$ cat src/rtl/ex_operand_stage.sv
// ID/EX pipeline register and ALU operand-select stage for the 32-bit MIPS core.
// Captures decoded ID fields, decodes ALU control, forwards operands and detects load-use hazards.
module ex_operand_stage #(
  parameter int DATA_W = 32
) (
  input  logic              clk,
  input  logic              rst_n,
  input  logic              id_valid,
  input  logic [DATA_W-1:0] id_rs_data,
  input  logic [DATA_W-1:0] id_rt_data,
  input  logic [DATA_W-1:0] id_imm,
  input  logic [4:0]        id_rs,
  input  logic [4:0]        id_rt,
  input  logic [4:0]        id_rd,
  input  logic [1:0]        id_alu_op,
  input  logic [5:0]        id_funct,
  input  logic              id_alu_src,
  input  logic              id_reg_dst,
  input  logic              id_reg_write,
  input  logic              id_mem_read,
  input  logic              id_mem_write,
  input  logic              id_mem_to_reg,
  input  logic              stall,
  input  logic              flush,
  input  logic              exmem_reg_write,
  input  logic [4:0]        exmem_rd,
  input  logic [DATA_W-1:0] exmem_result,
  input  logic              memwb_reg_write,
  input  logic [4:0]        memwb_rd,
  input  logic [DATA_W-1:0] memwb_result,
  output logic [3:0]        alu_control,
  output logic [DATA_W-1:0] alu_a,
  output logic [DATA_W-1:0] alu_b,
  output logic [DATA_W-1:0] ex_store_data,
  output logic [4:0]        ex_write_reg,
  output logic              ex_valid,
  output logic              ex_reg_write,
  output logic              ex_mem_read,
  output logic              ex_mem_write,
  output logic              ex_mem_to_reg,
  output logic              illegal_op,
  output logic              load_use_stall
);

  typedef struct packed {
    logic              valid;
    logic [3:0]        alu_ctrl;
    logic              illegal;
    logic              alu_src;
    logic              reg_write;
    logic              mem_read;
    logic              mem_write;
    logic              mem_to_reg;
    logic [4:0]        wreg;
    logic [4:0]        rs;
    logic [4:0]        rt;
    logic [DATA_W-1:0] rs_data;
    logic [DATA_W-1:0] rt_data;
    logic [DATA_W-1:0] imm;
  } ex_reg_t;

  ex_reg_t ex_q, ex_d;
  logic [3:0] dec_ctrl;
  logic       dec_illegal;
  logic [DATA_W-1:0] fwd_rs, fwd_rt;

  always_comb begin
    dec_ctrl    = 4'b0010;
    dec_illegal = 1'b0;
    case (id_alu_op)
      2'b00: dec_ctrl = 4'b0010;
      2'b01: dec_ctrl = 4'b0110;
      2'b11: dec_ctrl = 4'b0111;
      default: begin
        case (id_funct)
          6'b100000: dec_ctrl = 4'b0010;
          6'b100010: dec_ctrl = 4'b0110;
          6'b100100: dec_ctrl = 4'b0000;
          6'b100101: dec_ctrl = 4'b0001;
          6'b101010: dec_ctrl = 4'b0111;
          default: begin
            dec_ctrl    = 4'b0010;
            dec_illegal = 1'b1;
          end
        endcase
      end
    endcase
  end

  // Flush beats stall; an invalid ID slot still carries data but no side-effecting controls.
  always_comb begin
    ex_d = ex_q;
    if (flush) begin
      ex_d = '0;
    end else if (!stall) begin
      ex_d.valid      = id_valid;
      ex_d.alu_ctrl   = dec_ctrl;
      ex_d.illegal    = id_valid & dec_illegal;
      ex_d.alu_src    = id_valid & id_alu_src;
      ex_d.reg_write  = id_valid & id_reg_write;
      ex_d.mem_read   = id_valid & id_mem_read;
      ex_d.mem_write  = id_valid & id_mem_write;
      ex_d.mem_to_reg = id_valid & id_mem_to_reg;
      ex_d.wreg       = id_reg_dst ? id_rd : id_rt;
      ex_d.rs         = id_rs;
      ex_d.rt         = id_rt;
      ex_d.rs_data    = id_rs_data;
      ex_d.rt_data    = id_rt_data;
      ex_d.imm        = id_imm;
    end
  end

  always_ff @(posedge clk or negedge rst_n) begin
    if (!rst_n) ex_q <= '0;
    else        ex_q <= ex_d;
  end

  // EX/MEM is the younger producer, so it takes precedence over MEM/WB.
  assign fwd_rs = (exmem_reg_write && exmem_rd != 5'd0 && exmem_rd == ex_q.rs) ? exmem_result :
                  (memwb_reg_write && memwb_rd != 5'd0 && memwb_rd == ex_q.rs) ? memwb_result :
                  ex_q.rs_data;
  assign fwd_rt = (exmem_reg_write && exmem_rd != 5'd0 && exmem_rd == ex_q.rt) ? exmem_result :
                  (memwb_reg_write && memwb_rd != 5'd0 && memwb_rd == ex_q.rt) ? memwb_result :
                  ex_q.rt_data;

  assign alu_control   = ex_q.alu_ctrl;
  assign alu_a         = fwd_rs;
  assign alu_b         = ex_q.alu_src ? ex_q.imm : fwd_rt;
  assign ex_store_data = fwd_rt;
  assign ex_write_reg  = ex_q.wreg;
  assign ex_valid      = ex_q.valid;
  assign ex_reg_write  = ex_q.reg_write;
  assign ex_mem_read   = ex_q.mem_read;
  assign ex_mem_write  = ex_q.mem_write;
  assign ex_mem_to_reg = ex_q.mem_to_reg;
  assign illegal_op    = ex_q.illegal;

  assign load_use_stall = ex_q.valid & ex_q.mem_read & (ex_q.wreg != 5'd0) & id_valid &
                          ((ex_q.wreg == id_rs) | (ex_q.wreg == id_rt));

endmodule

$ cat config.mk
export PLATFORM = sky130hd
export DESIGN_NAME = ex_operand_stage
export DESIGN_NICKNAME = d
export VERILOG_FILES = /design/src/rtl/ex_operand_stage.sv
export SDC_FILE = /design/constraint.sdc
export NUM_CORES = 1
export LEC_CHECK = 0
export ABC_AREA = 1
export CAP_MARGIN = 25
export CELL_PAD_IN_SITES_DETAIL_PLACEMENT = 0
export CELL_PAD_IN_SITES_GLOBAL_PLACEMENT = 1
export CORE_MARGIN = 2
export CORE_UTILIZATION = 44
export DETAILED_ROUTE_END_ITERATION = 8
export DONT_BUFFER_PORTS = 1
export GPL_TIMING_DRIVEN = 0
export PLACE_DENSITY_LB_ADDON = 0.1
export REMOVE_ABC_BUFFERS = 1
export SLEW_MARGIN = 0
export SYNTH_ARGS = -nofsm -noshare
export SYNTH_HDL_FRONTEND = slang
export SYNTH_SLANG_ARGS = --single-unit
$ cat constraint.sdc
create_clock -name clk -period 1.8 [get_ports clk]
set_input_delay 0.18 -clock clk [delete_from_list [all_inputs] [get_ports clk]]
set_output_delay 0.18 -clock clk [all_outputs]
set_load 0.02 [all_outputs]
Word level (Yosys, flattened, before mapping)
Cells that the tools add are included.
{"block": "totals", "elab_cells": 63, "inputBits": 206, "regBits": 122, "out_inout_bits": 112}
{"block": "op_classes", "muxes": 12, "n_eq_ne": 14, "n_reduce_logical": 12, "bitwise": 11}
{"operator": "2-to-1 mux 122 bit", "n": 2}
{"operator": "2-to-1 mux 32 bit", "n": 5}
{"operator": "== test 5 bit", "n": 6}
{"operator": "== test 6 bit, second input constant", "n": 5}
{"operator": "nonzero test 5 bit", "n": 3}
{"operator": "one-hot mux 3 bit (4 select lines)", "n": 1}
{"operator": "AND 1 bit", "n": 10}
{"operator": "one-hot mux 3 bit (3 select lines)", "n": 1}
{"operator": "logical AND 1 bit", "n": 6}
{"operator": "2-to-1 mux 5 bit", "n": 1}
{"operator": "OR reduction 5 bit", "n": 1}
{"operator": "OR reduction 3 bit", "n": 1}
{"operator": "== test 2 x 1 -> 1 bit, second input constant", "n": 1}
{"operator": "== test 2 bit, second input constant", "n": 1}
{"operator": "zero test 2 bit", "n": 1}
{"operator": "2-to-1 mux 1 bit", "n": 2}
{"operator": "!= test 2 x 1 -> 1 bit, second input constant", "n": 1}
{"operator": "bitwise OR 1 bit", "n": 1}

Depth between registers and ports, before layout
{"block": "logic_depth", "word_depth": 7, "ltp_mapped": 11, "depth_no_buf": 10}

Worst setup path before layout
OpenSTA, ideal clock, no wires.
{"block": "synth_path", "path_type": "reg2out", "start": "register ex_q[101] (netlist bit)", "end": "output alu_a[10]", "required_ps": 1620, "setup_slack_ps": 231, "stages_incl_launch_ff": 9, "arrival_ps": 1389, "path_buffers": 1, "path_cell_list": "dfrtp_1 > xnor2_1 > nand3_1 > nor3_4 > nand2_2 > buf_6 > nand2_1 > nand3_1 > nand2_1"}
{"block": "synth_via", "elab_chain_cells": 4, "elab_cells_between_ends": 6, "classes_between": "eq/ne (2); mux (2); reduce/logical (2)"}
{"element": "start: declaration", "line_no": "62", "rtl": "ex_reg_t ex_q, ex_d;"}
{"element": "start signal: assignment", "line_no": "114", "rtl": "if (!rst_n) ex_q <= '0;"}
{"element": "start signal: assignment", "line_no": "115", "rtl": "else ex_q <= ex_d;"}
{"element": "== test 5 bit", "line_no": "120", "rtl": "(memwb_reg_write && memwb_rd != 5'd0 && memwb_rd == ex_q.rs) ? memwb_result :"}
{"element": "logical AND 1 bit", "line_no": "120"}
{"element": "2-to-1 mux 32 bit", "line_no": "120"}
{"element": "2-to-1 mux 32 bit (*)", "line_no": "119", "rtl": "assign fwd_rs = (exmem_reg_write && exmem_rd != 5'd0 && exmem_rd == ex_q.rs) ? exmem_result :"}
{"element": "end: declaration", "line_no": "32", "rtl": "output logic [DATA_W-1:0] alu_a,"}
Mark *: on every way between the ends. The rest lies on a longest branch, timed or not.

Final worst setup path
{"block": "layout_path", "start": "register ex_q[96] (netlist bit)", "end": "output alu_b[9]"}
{"block": "layout_via", "elab_chain_cells": 5, "elab_cells_between_ends": 7, "classes_between": "eq/ne (2); mux (3); reduce/logical (2)"}
{"element": "== test 5 bit", "line_no": "123", "rtl": "(memwb_reg_write && memwb_rd != 5'd0 && memwb_rd == ex_q.rt) ? memwb_result :"}
{"element": "logical AND 1 bit", "line_no": "123"}
{"element": "2-to-1 mux 32 bit", "line_no": "123"}
{"element": "2-to-1 mux 32 bit (*)", "line_no": "122", "rtl": "assign fwd_rt = (exmem_reg_write && exmem_rd != 5'd0 && exmem_rd == ex_q.rt) ? exmem_result :"}
{"element": "2-to-1 mux 32 bit (*)", "line_no": "128", "rtl": "assign alu_b = ex_q.alu_src ? ex_q.imm : fwd_rt;"}
{"element": "end: declaration", "line_no": "33", "rtl": "output logic [DATA_W-1:0] alu_b,"}
Marks and branches as above.

==> results by group <==
Logic synthesis
  – Number of flops mapped to enable cells by yosys: 0
  – Cell taking the most area after synthesis: dfrtp_1
  – Seq/Total Area, Yosys: 39.6%
  – Most common cell in the netlist: nand2_1
  – Synth Warn #: 0
  – Most used DFF post-synth: dfrtp_1
  – Average size of a mapped cell: 7.00 µm²
  – Cell area after synthesis: 7640 µm²
  – Commonest cells post-synth: nand2_1 (388), nand3_1 (219), dfrtp_1 (121)
  – Seq cells post-synth: 121
  – Yosys top cell area share: 39.6%
  – Synth top area cells: dfrtp_1 (40%), nand2_1 (19%), nand3_1 (14%)
  – Post-synthesis cell type count: 31
  – Mapped Cells: 1092
  – Async set-or-reset flop fraction in the synthesized netlist: 100%

Outcome
  – Status: finished, violations left
  – Failing checks: hold timing, setup timing

Clock tree
  – Clock latency on the worst-skew pair: 0.41 ns
  – Sink Count: 121
  – CTS buffer count: 17
  – Hold buffers post-CTS: 193
  – Root Buffer: clkbuf_16
  – CTS tree: built
  – Clock Path Buffers: 2
  – # H-tree levels: 4
  – Worst-path clk slew: 0.05 ns

STA
  – Setup slack after layout: -0.570 ns
  – Fmax achieved: 422 MHz
  – Slew Viols, Final: 0
  – RSZ-0062 raised after global routing: true
  – Min Tclk post-route: 2.37 ns
  – WHS: -0.547 ns
  – Hold Vio Cnt, Final: 121
  – Setup violators final: 96
  – Relative slew slack: 35.6%
  – Worst Tran Pin Value: 0.965 ns
  – Setup TNS: -45.78 ns
  – Worst Skew: 0 ns
  – Period Utilization, post-route: 132%

Setup path
  – CP Launch Type: flip-flop
  – Critical Path AT: 2.19 ns
  – Critical Path Fanout Max: 7
  – Kind of critical path: flip-flop to output pin
  – Crit end category: output pin
  – CP required: 1.62 ns

Detailed routing
  – Final WL: 34400 µm
  – ANT nets after route: 0
  – First-pass DRT Iterations: 5
  – Initial drt markers: 622
  – DRC errors left: 0
  – Vias: 8793
  – Vias/cell: 5.73
  – Per-cell routed wire length: 22.4 µm

Power and ir drop
  – Clock share of power: 38.1%
  – PD cells: 654 nW/µm²
  – Sw Share: 30.3%
  – Leak: 5.97 nW
  – Switch Pwr: 2.53 mW
  – Sequential share of power: 36.1%
  – Internal power: 5.80 mW
  – Gate power share: 25.8%
  – Worst VDD drop: 0.000615 V

Min path
  – Worst hold-check path type: input port to asynchronous set/reset pin

Placement
  – Placed cell count: 1245
  – Hpwl dp: 17400 µm
  – Routability Congestion: 0.831
  – Setup WS pre-CTS: -1.24 ns
  – Port bufs: 0

Floorplanning
  – Die Ht: 136 µm
  – Row cnt: 48
  – Core area: 17100 µm²
  – I/O pin total: 318
  – Starting Density: 44.6%
  – Die Width: 136 µm
  – Die ar.: 18400 µm²

Cells and area
  – Ant. Diodes: 0
  – Ratio of cells with drive above 1 in the final layout: 30.9%
  – Final non-filler cell total: 1534
  – Final core utilization: 74.4%
  – Number of flip-flops in the largest register: 107
  – Final #Nets: 1505
  – Layout Area Growth over Synthesis: 66.6%

Flow run
  – Max-cap violation count: 0

Global route
  – First-pass GRT wire length: 48600 µm
  – Initial antenna violation count: 0
  – Gr usage total: 34.9%
  – GR Overflow Total: 0
  – Vias in the first global route: 8725
  – Largest net degree at the start of global routing: 122
routing by layer:
layer / GRT usage (%) / share of wire [%] / routed length [µm]
met5: 0 / 0 / 0
met2: 60.0 / 50 / 17200
met1: 41.6 / 39 / 13400
met4: 13.6 / 3.2 / 1100
met3: 9.20 / 8.1 / 2800
what timing repair did:
item                                    CTS  global route
hold endpoints to repair                242           121
pin swaps                                93           108
setup buffers                            30            21
cloned                                   10             6
endpoints found under the setup margin   98           138
gates resized for setup                 330           138
cell type report:
cell class	instances	area, µm²
timing repair inverter	3	52.6
tap	225	282
clock inverter	2	10.0
timing repair buffer	257	2800
sequential	121	3040
inverter	64	273
fill	1279	4390
clock buffer	27	533
multi-input combinational	835	5740
cell usage in the layout (no fill, tap or decap), drive strengths merged:
cell | synthesis | final
a21oi | 13 | 13
a31o | 1 | 1
a31oi | 1 | 1
and2 | 32 | 32
buf | 48 | 63
clkbuf | 35 | 28
clkinv | 0 | 5
clkinvlp | 0 | 1
conb | 1 | 1
dfrtp | 121 | 121
dlygate4sd3 | 0 | 193
inv | 64 | 63
nand2 | 391 | 400
nand3 | 219 | 219
nand3b | 64 | 64
nand4 | 3 | 3
nor2 | 20 | 22
nor3 | 5 | 5
nor4 | 1 | 1
o21ai | 43 | 43
o22ai | 7 | 7
o31ai | 1 | 1
o41ai | 1 | 1
xnor2 | 9 | 9
xor2 | 12 | 12
critical path: stages (launching register included):
cell and delay, ns:
dfrtp_1 0.42, xor2_1 0.15, nor2_1 0.21, buf_4 0.17, nand2_4 0.07, nor2_4 0.19, clkbuf_16 0.21, nand3b_1 0.10
nand3_1 0.12, nand2_2 0.13
final timing paths:
path	depth (start not counted)	slack, ns	startpoint	endpoint
max	9	-0.57	ex_q[96]	alu_b[9]
min	0	-0.55	rst_n	alu_control[2]
max reg2reg	3	0.20	ex_q[115]	ex_q[115]
min reg2reg	2	0.55	ex_q[74]	ex_q[74]
max in group asynchronous	0	2.03	rst_n	ex_q[78]
min in group clk	3	0	id_funct[2]	alu_control[2]
power groups by stage:
stage | sequential [mW] | clock [mW] | combinational, mW
CTS | 3.00 | 3.19 | 1.91
global route | 3.02 | 3.30 | 2.26
finish | 3.01 | 3.17 | 2.14
detailed placement | 3.04 | 0 | 1.14
global placement | 3.03 | 0 | 1.09
floorplan | 3.01 | 0 | 0.855
metrics by stage:
stage               cell area [µm²]  total power [mW]
CTS                           11800              8.10
detailed placement             7750              4.17
floorplan                      7220              3.86
global placement               7510              4.12
global route                  12700              8.59
finish                        12700              8.33
logic make-up after synthesis:
kind of cell / after synthesis / synth area share (%)
AO/OA/AOI/OAI: 67 / 4.70
other: 1 / 0.0491
buffers and inverters: 147 / 8.57
AND/OR/NAND/NOR: 735 / 44.6
flip-flops: 121 / 39.6
XOR/XNOR: 21 / 2.41
Note: power is estimated with default switching activity, not from simulation.
